### src/rtl/div_pkg.sv
// Shared definitions for the sequential divider and the arithmetic benches
// that reuse its state encoding and default operand width.
package div_pkg;

    localparam int DEFAULT_D_IN = 8;

    typedef enum logic [1:0] {
        IDLE    = 2'b00,
        CALC    = 2'b01,
        DONE    = 2'b10,
        RELEASE = 2'b11
    } div_state_t;

endpackage

### src/rtl/seq_signed_div_if.sv
// Request/result bundle between a divide initiator (master) and the divider (slave).
interface seq_signed_div_if
    import div_pkg::*;
#(
    parameter int D_IN = DEFAULT_D_IN
);

    logic            start;
    logic [D_IN-1:0] div_A;
    logic [D_IN-1:0] div_B;
    logic            done;
    logic [D_IN-1:0] Quotient;
    logic [D_IN-1:0] Remainder;
    logic            div_by_zero;

    modport master (
        output start, div_A, div_B,
        input  done, Quotient, Remainder, div_by_zero
    );

    modport slave (
        input  start, div_A, div_B,
        output done, Quotient, Remainder, div_by_zero
    );

endinterface

### src/rtl/div_step.sv
// One restoring division iteration on unsigned magnitudes: shift the next
// dividend bit into the partial remainder, trial-subtract, emit a quotient bit.
module div_step
    import div_pkg::*;
#(
    parameter int D_IN = DEFAULT_D_IN
) (
    input  logic [D_IN-1:0] rem_in,
    input  logic [D_IN-1:0] quo_in,
    input  logic [D_IN-1:0] divisor,
    output logic [D_IN-1:0] rem_out,
    output logic [D_IN-1:0] quo_out
);

    logic [D_IN:0] shifted;
    logic [D_IN:0] trial;

    // The partial remainder stays below the divisor, so the shifted value
    // never needs bit D_IN and a set trial MSB is a genuine borrow.
    always_comb begin
        shifted = {rem_in, quo_in[D_IN-1]};
        trial   = shifted - {1'b0, divisor};
        if (trial[D_IN]) begin
            rem_out = shifted[D_IN-1:0];
            quo_out = {quo_in[D_IN-2:0], 1'b0};
        end else begin
            rem_out = trial[D_IN-1:0];
            quo_out = {quo_in[D_IN-2:0], 1'b1};
        end
    end

endmodule

### src/rtl/seq_signed_div.sv
// Multi-cycle signed divider: captures operands, runs D_IN restoring steps on
// magnitudes, then applies truncate-toward-zero sign rules to the results.
module seq_signed_div
    import div_pkg::*;
#(
    parameter int D_IN = DEFAULT_D_IN
) (
    input  logic            clk,
    input  logic            rst_n,
    seq_signed_div_if.slave bus
);

    localparam int              CNT_W = $clog2(D_IN + 1);
    localparam logic [CNT_W-1:0] LAST = CNT_W'(D_IN);

    div_state_t       state;
    div_state_t       state_next;
    logic [CNT_W-1:0] count;
    logic [D_IN-1:0]  a_raw;
    logic             b_neg;
    logic [D_IN-1:0]  b_mag;
    logic [D_IN-1:0]  a_mag_in;
    logic [D_IN-1:0]  b_mag_in;
    logic [D_IN-1:0]  rem_reg;
    logic [D_IN-1:0]  quo_reg;
    logic [D_IN-1:0]  rem_next;
    logic [D_IN-1:0]  quo_next;
    logic             b_zero;
    logic [D_IN-1:0]  q_final;
    logic [D_IN-1:0]  r_final;

    div_step #(.D_IN(D_IN)) u_step (
        .rem_in  (rem_reg),
        .quo_in  (quo_reg),
        .divisor (b_mag),
        .rem_out (rem_next),
        .quo_out (quo_next)
    );

    // Negating the most negative value wraps to 2^(D_IN-1), which is the exact unsigned magnitude.
    always_comb begin
        a_mag_in = bus.div_A[D_IN-1] ? -bus.div_A : bus.div_A;
        b_mag_in = bus.div_B[D_IN-1] ? -bus.div_B : bus.div_B;
        b_zero   = (b_mag == '0);
        q_final  = (a_raw[D_IN-1] ^ b_neg) ? -quo_reg : quo_reg;
        r_final  = a_raw[D_IN-1] ? -rem_reg : rem_reg;
        if (b_zero) begin
            q_final = '1;
            r_final = a_raw;
        end
    end

    always_ff @(posedge clk or negedge rst_n) begin
        if (!rst_n) begin
            state <= IDLE;
        end else begin
            state <= state_next;
        end
    end

    always_comb begin
        state_next = state;
        case (state)
            IDLE:    if (bus.start)     state_next = CALC;
            CALC:    if (count == LAST) state_next = DONE;
            DONE:                       state_next = RELEASE;
            RELEASE: if (!bus.start)    state_next = IDLE;
            default:                    state_next = IDLE;
        endcase
    end

    always_comb begin
        bus.done = (state == DONE);
    end

    // The extra CALC cycle after the last step is where signed results are registered.
    always_ff @(posedge clk or negedge rst_n) begin
        if (!rst_n) begin
            count           <= '0;
            a_raw           <= '0;
            b_neg           <= 1'b0;
            b_mag           <= '0;
            rem_reg         <= '0;
            quo_reg         <= '0;
            bus.Quotient    <= '0;
            bus.Remainder   <= '0;
            bus.div_by_zero <= 1'b0;
        end else begin
            case (state)
                IDLE: begin
                    if (bus.start) begin
                        a_raw   <= bus.div_A;
                        b_neg   <= bus.div_B[D_IN-1];
                        b_mag   <= b_mag_in;
                        quo_reg <= a_mag_in;
                        rem_reg <= '0;
                        count   <= '0;
                    end
                end
                CALC: begin
                    if (count != LAST) begin
                        rem_reg <= rem_next;
                        quo_reg <= quo_next;
                        count   <= count + 1'b1;
                    end else begin
                        bus.Quotient    <= q_final;
                        bus.Remainder   <= r_final;
                        bus.div_by_zero <= b_zero;
                        count           <= '0;
                    end
                end
                default: begin
                end
            endcase
        end
    end

endmodule

### src/flat_wrapper.sv
// flat-port wrapper written by rule: the top's interface ports become plain ports
module seq_signed_div_flat import div_pkg::*;
#(
    parameter int D_IN = DEFAULT_D_IN
)
  (clk, rst_n, bus_start, bus_div_A, bus_div_B, bus_done, bus_Quotient, bus_Remainder, bus_div_by_zero);
  seq_signed_div_if #(.D_IN(D_IN)) bus_i ();
  input  logic clk;
  input  logic rst_n;
  input wire logic [$bits(bus_i.start)-1:0] bus_start;
  input wire logic [$bits(bus_i.div_A)-1:0] bus_div_A;
  input wire logic [$bits(bus_i.div_B)-1:0] bus_div_B;
  output wire logic [$bits(bus_i.done)-1:0] bus_done;
  output wire logic [$bits(bus_i.Quotient)-1:0] bus_Quotient;
  output wire logic [$bits(bus_i.Remainder)-1:0] bus_Remainder;
  output wire logic [$bits(bus_i.div_by_zero)-1:0] bus_div_by_zero;
  assign bus_i.start = bus_start;
  assign bus_i.div_A = bus_div_A;
  assign bus_i.div_B = bus_div_B;
  assign bus_done = bus_i.done;
  assign bus_Quotient = bus_i.Quotient;
  assign bus_Remainder = bus_i.Remainder;
  assign bus_div_by_zero = bus_i.div_by_zero;
  seq_signed_div #(.D_IN(D_IN)) u_core (.clk(clk), .rst_n(rst_n), .bus(bus_i));
endmodule
### config.mk
export PLATFORM = sky130hd
export DESIGN_NAME = seq_signed_div_flat
export DESIGN_NICKNAME = d
export VERILOG_FILES = /design/src/rtl/div_pkg.sv /design/src/rtl/seq_signed_div_if.sv /design/src/rtl/div_step.sv /design/src/rtl/seq_signed_div.sv /design/src/flat_wrapper.sv
export SDC_FILE = /design/constraint.sdc
export NUM_CORES = 1
export LEC_CHECK = 0
export ABC_AREA = 1
export CORE_ASPECT_RATIO = 0.9
export CORE_UTILIZATION = 52
export DETAILED_ROUTE_END_ITERATION = 6
export PLACE_DENSITY = 0.85
export RECOVER_POWER = 50
export SYNTH_ARGS = -nofsm -noshare
export SYNTH_HDL_FRONTEND = slang
export SYNTH_SLANG_ARGS = --single-unit
### constraint.sdc
create_clock -name clk -period 1.8 [get_ports clk]
set_input_delay 0.27 -clock clk [delete_from_list [all_inputs] [get_ports clk]]
set_output_delay 0.27 -clock clk [all_outputs]
set_load 0.02 [all_outputs]
# Word level (Yosys, flattened, before mapping)
# Cells that the tools add are included.
# Widths: inputs -> output; s select.
# classes
n_mux	21
n_mul	0
bitwise	2
n_div	0
n_eq_ne	9
n_lt_le_gt_ge	0
n_reduce_logical	8
add_sub_neg	6
shifts	0
# ops
operator	n
$mux 8	11
$neg 8->8	4
$pmux 8 s2	2
$sub 9x8->9	1
$logic_not 8->1	1
$mux 4	2
$pmux 2 s4	1
$pmux 4 s2	1
$mux 2	3
$reduce_and 2->1	3
$reduce_and 3->1	2
$add 4x1->4 const B	1
$eq 2x2->1 const B	2
$eq 4x4->1 const B	1
$ne 2x1->1 const B	2
$ne 2x2->1 const B	2
$ne 4x4->1 const B	1
$eq 2x1->1 const B	1
$logic_not 2->1	1
$reduce_bool 2->1	1
$mux 1	1
$not 1->1	1
$xor 1x1->1	1
# word_totals
mem_bits_rw	0
elab_cells	56
latch_bits	0
rom_bits	0
inputBits	19
memories	0
register_bits	56
out_inout_bits	18

# Logic depth before layout (Yosys ltp)
# Gate-level depths: netlist (run 1).
# logic_depth
ltp_word	4
mapped_depth	13
depth_no_buf	13

# By module
# Synthesis (run 1) repeated with hierarchy kept, for this count alone.
# unflattened
cells_unflattened	525
area_unflattened_um2	3788.6
# modules_own_cells
module	seq_area_each_um2	area_each_um2	cells_each	instances
seq_signed_div	1401.3	3145.5	413	1
div_step	0.0	643.1	112	1

# Worst setup path before layout (run 1)
# No wires, ideal clock.
# synth_timing
path_kind	flip-flop to flip-flop
from	register u_core.quo_reg[7]
to	register u_core.rem_reg[7]
slack_ns	-0.025
stages_incl_launch_ff	14
period_less_slack_ns	1.825
arrival_time_ns	1.706
setup_time_ns	0.118
required_ns	1.682
n_path_buf	0
path_cell_list	dfrtp_1 > inv_1 > ha_1 > fa_1 > inv_1 > nand2_1 > nand2_1 > nand3_2 > nand2_2 > nand2_4 > nand2_4 > nand2_1 > nand3_1 > nand2_1
# synth_between
elab_chain_cells	4
# synth_lines
element	line	source
from (decl)	seq_signed_div.sv:25	logic [D_IN-1:0] quo_reg;
from (signal assigned)	seq_signed_div.sv:95	quo_reg <= a_mag_in;
from (signal assigned)	seq_signed_div.sv:103	quo_reg <= quo_next;
$sub 9x8->9	div_step.sv:22	trial = shifted - {1'b0, divisor};
$mux 8	div_step.sv:23	if (trial[D_IN]) begin
$mux 8	seq_signed_div.sv:101	if (count != LAST) begin
$pmux 8 s2	seq_signed_div.sv:89	case (state)
to (signal assigned)	seq_signed_div.sv:102	rem_reg <= rem_next;
to (decl)	seq_signed_div.sv:24	logic [D_IN-1:0] rem_reg;
# Every way passes these cells. The select of a mux whose other input is x is not followed.
# A chain may end at the register's enable or synchronous reset.

# Worst setup path in the final report (run 1)
# layout_timing
from	register u_core.quo_reg[7]
to	register u_core.rem_reg[6]
# The elaborated chain is that of the path after synthesis.

==> results.tsv, run 1 <==
stage	metric	value	unit
sta	finalClockSkew	0.0179	ns
grt	grt_pass1_wl	15.1	mm
sta	tightestPinTransition	0.766	ns
routing	drtIter0Drc	349	
outcome	status	complete, but fails checks	
cts	clockBufferDepth	2	
power	irDropWorstVdd	0.891	mV
placement	place_inst	610	
routing	wl_per_cell	15.0	microns
cts	cts.sinks	56	
routing	drc	0	
yosys	yosys_register_bits	56	
cts	insertion_delay	0.33	ns
sta	fin_crit	1.89	ns
routing	final_antenna_net_count	0	
yosys	synth-edff-count	0	
sta	max_freq	529	MHz
run	max_cap_viol_count	0	
worst_setup_path	reg2reg_depth	13	
yosys	async_flop_share	1.00	
grt	antenna_found_initial	0	
worst_setup_path	reg2reg_from	u_core.quo_reg[7]	
power	power_per_cell_area	1680	mW/mm^2
yosys	synth-main-ff-cell	dfrtp_1	
sta	relSlewSlack	0.490	
power	power_leakage	2.26	nW
sta	drv_slew	0	
power	p_int	3.67	mW
worst_setup_path	cp-start-kind	register	
worst_setup_path	critPathMaxFanout	5	
min_path	worst_hold_path_type	reg2reg	
layout	area_growth	24.3	%
power	p_comb_frac	0.634	
cts	cts_tree	done	
yosys	synth.avg_cell_area	7.48	sq um
yosys	syn_area	0.00355	sq mm
min_path	min_to	u_core.bus.Remainder[4]	
power	p_seq_frac	0.265	
layout	filler_cell_count	563	
sta	setup_ws	-0.0921	ns
outcome	violations	negative setup slack	
yosys	ys_warn_count	0	
sta	setup_tns	-0.626	ns
sta	hold_violations	0	
routing	viasPerCell	5.51	
worst_setup_path	critPathKind	reg2reg	
worst_setup_path	cp.required	2.03	ns
routing	vias	3448	
power	power.total	7.43	mW
sta	whs	0.490	ns
layout	layout.cells.most_common_list	128 x nand2_1, 63 x inv_1, 56 x dfrtp_1, 37 x o21ai_0, 34 x clkdlybuf4s50_1	
floorplanning	die_w	89.1	microns
grt	grt_pass1_vias	3402	
floorplanning	placementRows	28	
worst_setup_path	critPathMostFrequentCell	nand2_4	
worst_setup_path	crit_path_cell_trace	inv_2 > ha_4 > fa_2 > inv_2 > nand2_2 > nand2_4 > nand3_4 > nand2_4 > nand2_4 > nand2_4 > nand2_2 > nand3_2 > nand2_1	
worst_setup_path	end_kind	register	
layout	diodes	0	
power	p_sw	3.76	mW
grt	grt_overflow	0	
worst_setup_path	critPathSlowestCell	dfrtp_1	
placement	place_congestion	0.908	
layout	fin_cells	626	
sta	rsz0062_at_grt	true	
min_path	hold_depth	2	
floorplanning	die_area	0.00717	sq mm
worst_setup_path	cpPeakStageDelay	0.37	ns
sta	fin_crit_sh	1.05	
layout	nets	573	
yosys	synth.distinct_cells	41	
layout	layout_commonest_cell	nand2_1	
floorplanning	placeableCoreArea	0.00659	sq mm
cts	h-tree-depth	2	
worst_setup_path	arrival	2.12	ns
grt	grt_max_degree	57	
cts	cts_root_buf	clkbuf_8	
worst_setup_path	r2r_setup_slack	-0.09	ns
cts	cts.clk_slew.worst_paths	0.12	ns
yosys	synth_seq_area_share	0.394	
sta	finalSetupViolations	9	
floorplanning	die_h	80.4	microns
min_path	hp-start	u_core.bus.Remainder[4]	
placement	port_buffers	36	
routing	wirelength	9.41	mm
yosys	synth_cells	475	
grt	track_usage	0.274	
power	swShare	0.506	
routing	first_pass_iters	6	
floorplanning	boundaryPins	37	
placement	place.detailed.hpwl	6.66	mm
worst_setup_path	path_buf_inv	2	
worst_setup_path	reg2reg_to	u_core.rem_reg[6]	
power	p_clk_frac	0.101	
worst_setup_path	crit_family	simple AND/OR/NAND/NOR gates	
cts	cts_made_buffers	5	
yosys	syn_nets	513	
floorplanning	start_util	0.540	
layout	layout-drive-gt1-share	0.146	
-- metal layers --
metal  track usage  wire length, microns  share of wire
met5             0                     0              0
met4         0.111                   234          0.025
met3        0.0596                   587          0.062
met2         0.458                  4660           0.50
met1         0.341                  3930           0.42
-- worst register-to-register path: stages, from the launching register on --
cell	delay, ns
dfrtp_1	0.37
inv_2	0.07
ha_4	0.16
fa_2	0.37
inv_2	0.07
nand2_2	0.07
nand2_4	0.09
nand3_4	0.11
nand2_4	0.11
nand2_4	0.08
nand2_4	0.11
nand2_2	0.07
nand3_2	0.07
nand2_1	0.06
-- cell type report --
class	instances	area, sq um	area share
clock buffer	5	68.8	0.0156
clock inverter	3	27.5	0.00623
inverter	70	267	0.0603
multi-input combinational	343	2000	0.452
sequential	56	1400	0.317
tap	90	113	0.0255
timing repair buffer	59	543	0.123
-- stage by stage --
stage | utilization | cell area, sq um | setup slack, ns
6_report | 0.671 | 4420 | -0.0921
2_1_floorplan | - | 3560 | 0.0241
3_5_place_dp | 0.628 | 4140 | -0.0881
5_1_grt | 0.671 | 4420 | -0.182
4_1_cts | 0.650 | 4280 | -0.0294
3_3_place_gp | 0.628 | 4140 | -0.000102
-- power groups by stage --
stage          clock [mW]  sequential, mW  combinational (mW)
4_1_cts             0.760            1.95                4.17
3_3_place_gp            0            1.94                3.80
6_report            0.749            1.97                4.71
5_1_grt             0.797            2.01                5.23
2_1_floorplan           0            1.90                2.93
3_5_place_dp            0            1.96                3.97
-- kinds of logic after synthesis --
logic type / share of synthesized area
flip-flops: 0.394
AO/OA/AOI/OAI: 0.137
adder cells (fa/ha/maj): 0.0690
AND/OR/NAND/NOR: 0.277
buffers and inverters: 0.0873
XOR/XNOR: 0.0345
-- worst max-delay path by stage --
stage | cells after the start | slack (ns) | end | startpoint
5_1_grt | 13 | -0.18 | u_core.rem_reg[6] | u_core.quo_reg[7]
6_report | 13 | -0.09 | u_core.rem_reg[6] | u_core.quo_reg[7]
2_1_floorplan | 13 | 0.02 | u_core.rem_reg[7] | u_core.quo_reg[7]
3_5_place_dp | 13 | -0.09 | u_core.rem_reg[3] | u_core.quo_reg[7]
3_3_place_gp | 13 | -0.0001 | u_core.rem_reg[4] | u_core.quo_reg[7]
4_1_cts | 12 | -0.03 | u_core.rem_reg[3] | u_core.b_mag[0]
-- synth_stat cells (all sizes together) (2+ instances only) --
cell	n	area (sq um)
clkbuf	5	18.8
buf	4	28.8
nand3b	2	15.0
o22ai	5	31.3
nand4	7	43.8
or2	2	12.5
o31ai	2	15.0
o211ai	2	15.0
nor2	29	124
xor2	12	105
a21oi	25	129
o21ai	41	216
nand3	35	193
nand2	144	576
a2bb2oi	5	43.8
nor3	2	10.0
inv	69	259
ha	18	225
xnor2	2	17.5
dfrtp	56	1400
-- repair_timing --
item	CTS	global route
hold buffers	1	0
gates cloned	2	1
setup endpoints to repair	10	25
pin swaps	8	18
gates resized for setup	7	26
endpoints found under the hold margin	56	0
setup buffers	0	4
Note: power is estimated with default switching activity, not from simulation.
==> run 2: changes to the inputs <==
- CORE_MARGIN: not set -> 5
- HOLD_SLACK_MARGIN: not set -> 0.02
- TNS_END_PERCENT: not set -> 50
==> results.tsv, run 2 (same netlist as run 1, synthesis figures left out) <==
stage	metric	value	unit
cts	cts.clk_slew.worst_paths	0.10	ns
min_path	worst_hold_path_type	reg2reg	
sta	fin_crit_sh	1.05	
worst_setup_path	cp.required	2.01	ns
grt	grt_pass1_wl	14.6	mm
worst_setup_path	reg2reg_from	u_core.b_mag[0]	
floorplanning	die_area	0.00859	sq mm
sta	tightestPinTransition	1.10	ns
cts	clockBufferDepth	2	
sta	max_freq	531	MHz
routing	wirelength	9.00	mm
power	irDropWorstVdd	0.967	mV
power	power.total	7.32	mW
worst_setup_path	reg2reg_to	u_core.rem_reg[1]	
worst_setup_path	reg2reg_depth	12	
cts	cts_tree	done	
layout	layout_commonest_cell	nand2_1	
grt	grt_pass1_vias	3169	
cts	cts.sinks	56	
grt	track_usage	0.206	
worst_setup_path	cp-start-kind	register	
sta	rsz0062_at_grt	true	
cts	insertion_delay	0.32	ns
layout	diodes	0	
grt	grt_max_degree	38	
min_path	hp-start	u_core.bus.Remainder[6]	
outcome	status	complete, but fails checks	
cts	cts_made_buffers	5	
layout	area_growth	23.0	%
placement	place.detailed.hpwl	6.72	mm
sta	finalClockSkew	0.00917	ns
placement	place_congestion	0.912	
worst_setup_path	r2r_setup_slack	-0.08	ns
layout	layout-drive-gt1-share	0.144	
routing	first_pass_iters	5	
routing	drtIter0Drc	356	
sta	fin_crit	1.88	ns
min_path	hold_depth	2	
routing	wl_per_cell	14.4	microns
power	power_leakage	2.22	nW
worst_setup_path	end_kind	register	
sta	drv_slew	0	
sta	relSlewSlack	0.269	
floorplanning	die_w	97.1	microns
sta	whs	0.486	ns
layout	design_area	0.00437	sq mm
worst_setup_path	critPathMaxFanout	5	
worst_setup_path	critPathSlowestCell	dfrtp_1	
placement	port_buffers	36	
layout	fin_cells	625	
routing	final_antenna_net_count	0	
min_path	min_to	u_core.bus.Remainder[6]	
floorplanning	placementRows	28	
grt	antenna_found_initial	0	
layout	utilization	0.660	
run	max_cap_viol_count	0	
cts	h-tree-depth	2	
worst_setup_path	critPathKind	reg2reg	
floorplanning	die_h	88.4	microns
floorplanning	boundaryPins	37	
routing	viasPerCell	5.48	
sta	setup_ws	-0.0818	ns
worst_setup_path	critPathMostFrequentCell	nand2_4	
worst_setup_path	crit_path_cell_trace	ha_4 > fa_2 > inv_2 > nand2_2 > nand2_4 > nand3_4 > nand2_4 > nand2_4 > nand2_4 > nand2_2 > nand3_1 > nand2_1	
floorplanning	placeableCoreArea	0.00662	sq mm
sta	setup_tns	-0.530	ns
cts	cts_root_buf	clkbuf_8	
power	power_per_cell_area	1670	mW/mm^2
placement	place_inst	609	
worst_setup_path	arrival	2.09	ns
worst_setup_path	cpPeakStageDelay	0.43	ns
placement	place_ws	-0.0811	ns
routing	drc	0	
layout	layout.cells.most_common_list	128 x nand2_1, 61 x inv_1, 56 x dfrtp_1, 37 x o21ai_0, 34 x clkdlybuf4s50_1	
placement	placed_area	0.00412	sq mm
sta	finalSetupViolations	8	
routing	vias	3422	
layout	nets	572	
outcome	violations	negative setup slack	
sta	hold_violations	0	
grt	grt_overflow	0	
floorplanning	start_util	0.537	
-- run 2: cell count changes in the layout (fill, tap and decap cells not counted), moves of 2 or more --
| cell | change |
|---|---|
| nand3_1 | +3 |
| nand3_2 | -3 |
| inv_1 | -2 |
| inv_2 | +2 |
-- run 2: layout make-up --
cell class                      count  area [sq um]
Tap cell                           90           113
Multi-Input combinational cell    343          1970
Sequential cell                    56          1400
Timing Repair Buffer               58           528
Clock inverter                      3          23.8
Fill cell                         530          2250
Inverter                           70           267
Clock buffer                        5          68.8
-- run 2: layer usage --
metal | GRT usage | vias up | share of wire
li1 | - | 1654 | -
met3 | 0.0284 | 18 | 0.056
met5 | 0 | - | 0
met1 | 0.281 | 1617 | 0.45
met4 | 0.0599 | 0 | 0.016
met2 | 0.348 | 133 | 0.48
-- run 2: worst max path at each step --
stage                      startpoint                end  slack (ns)
finish                u_core.b_mag[0]  u_core.rem_reg[1]       -0.08
global route          u_core.b_mag[0]  u_core.rem_reg[2]       -0.16
CTS                   u_core.b_mag[0]  u_core.rem_reg[6]       -0.04
detailed placement  u_core.quo_reg[7]  u_core.rem_reg[3]       -0.08
global placement    u_core.quo_reg[7]  u_core.rem_reg[6]      -0.004
floorplan           u_core.quo_reg[7]  u_core.rem_reg[7]        0.02
-- run 2: worst max-delay path: cells and delay by family, from the launching register on --
kind	cells	cell delay, ns
adders and majority gates	2	0.54
buffers and inverters	1	0.07
DFF	1	0.43
and+or+nand+nor	9	0.75
-- run 2: report_power, final --
group          internal, mW  switching, mW  total [mW]
logic                  1.74           2.89        4.63
registers              1.65          0.310        1.96
clock network         0.277          0.448       0.725
-- run 2: repair_timing --
action	4_1_cts	5_1_grt
setup buffers	1	3
gates resized for setup	3	26
pin swaps	4	17
hold buffers	1	0
hold endpoints to repair	19	0
gates cloned	2	1
setup endpoints to repair	10	18
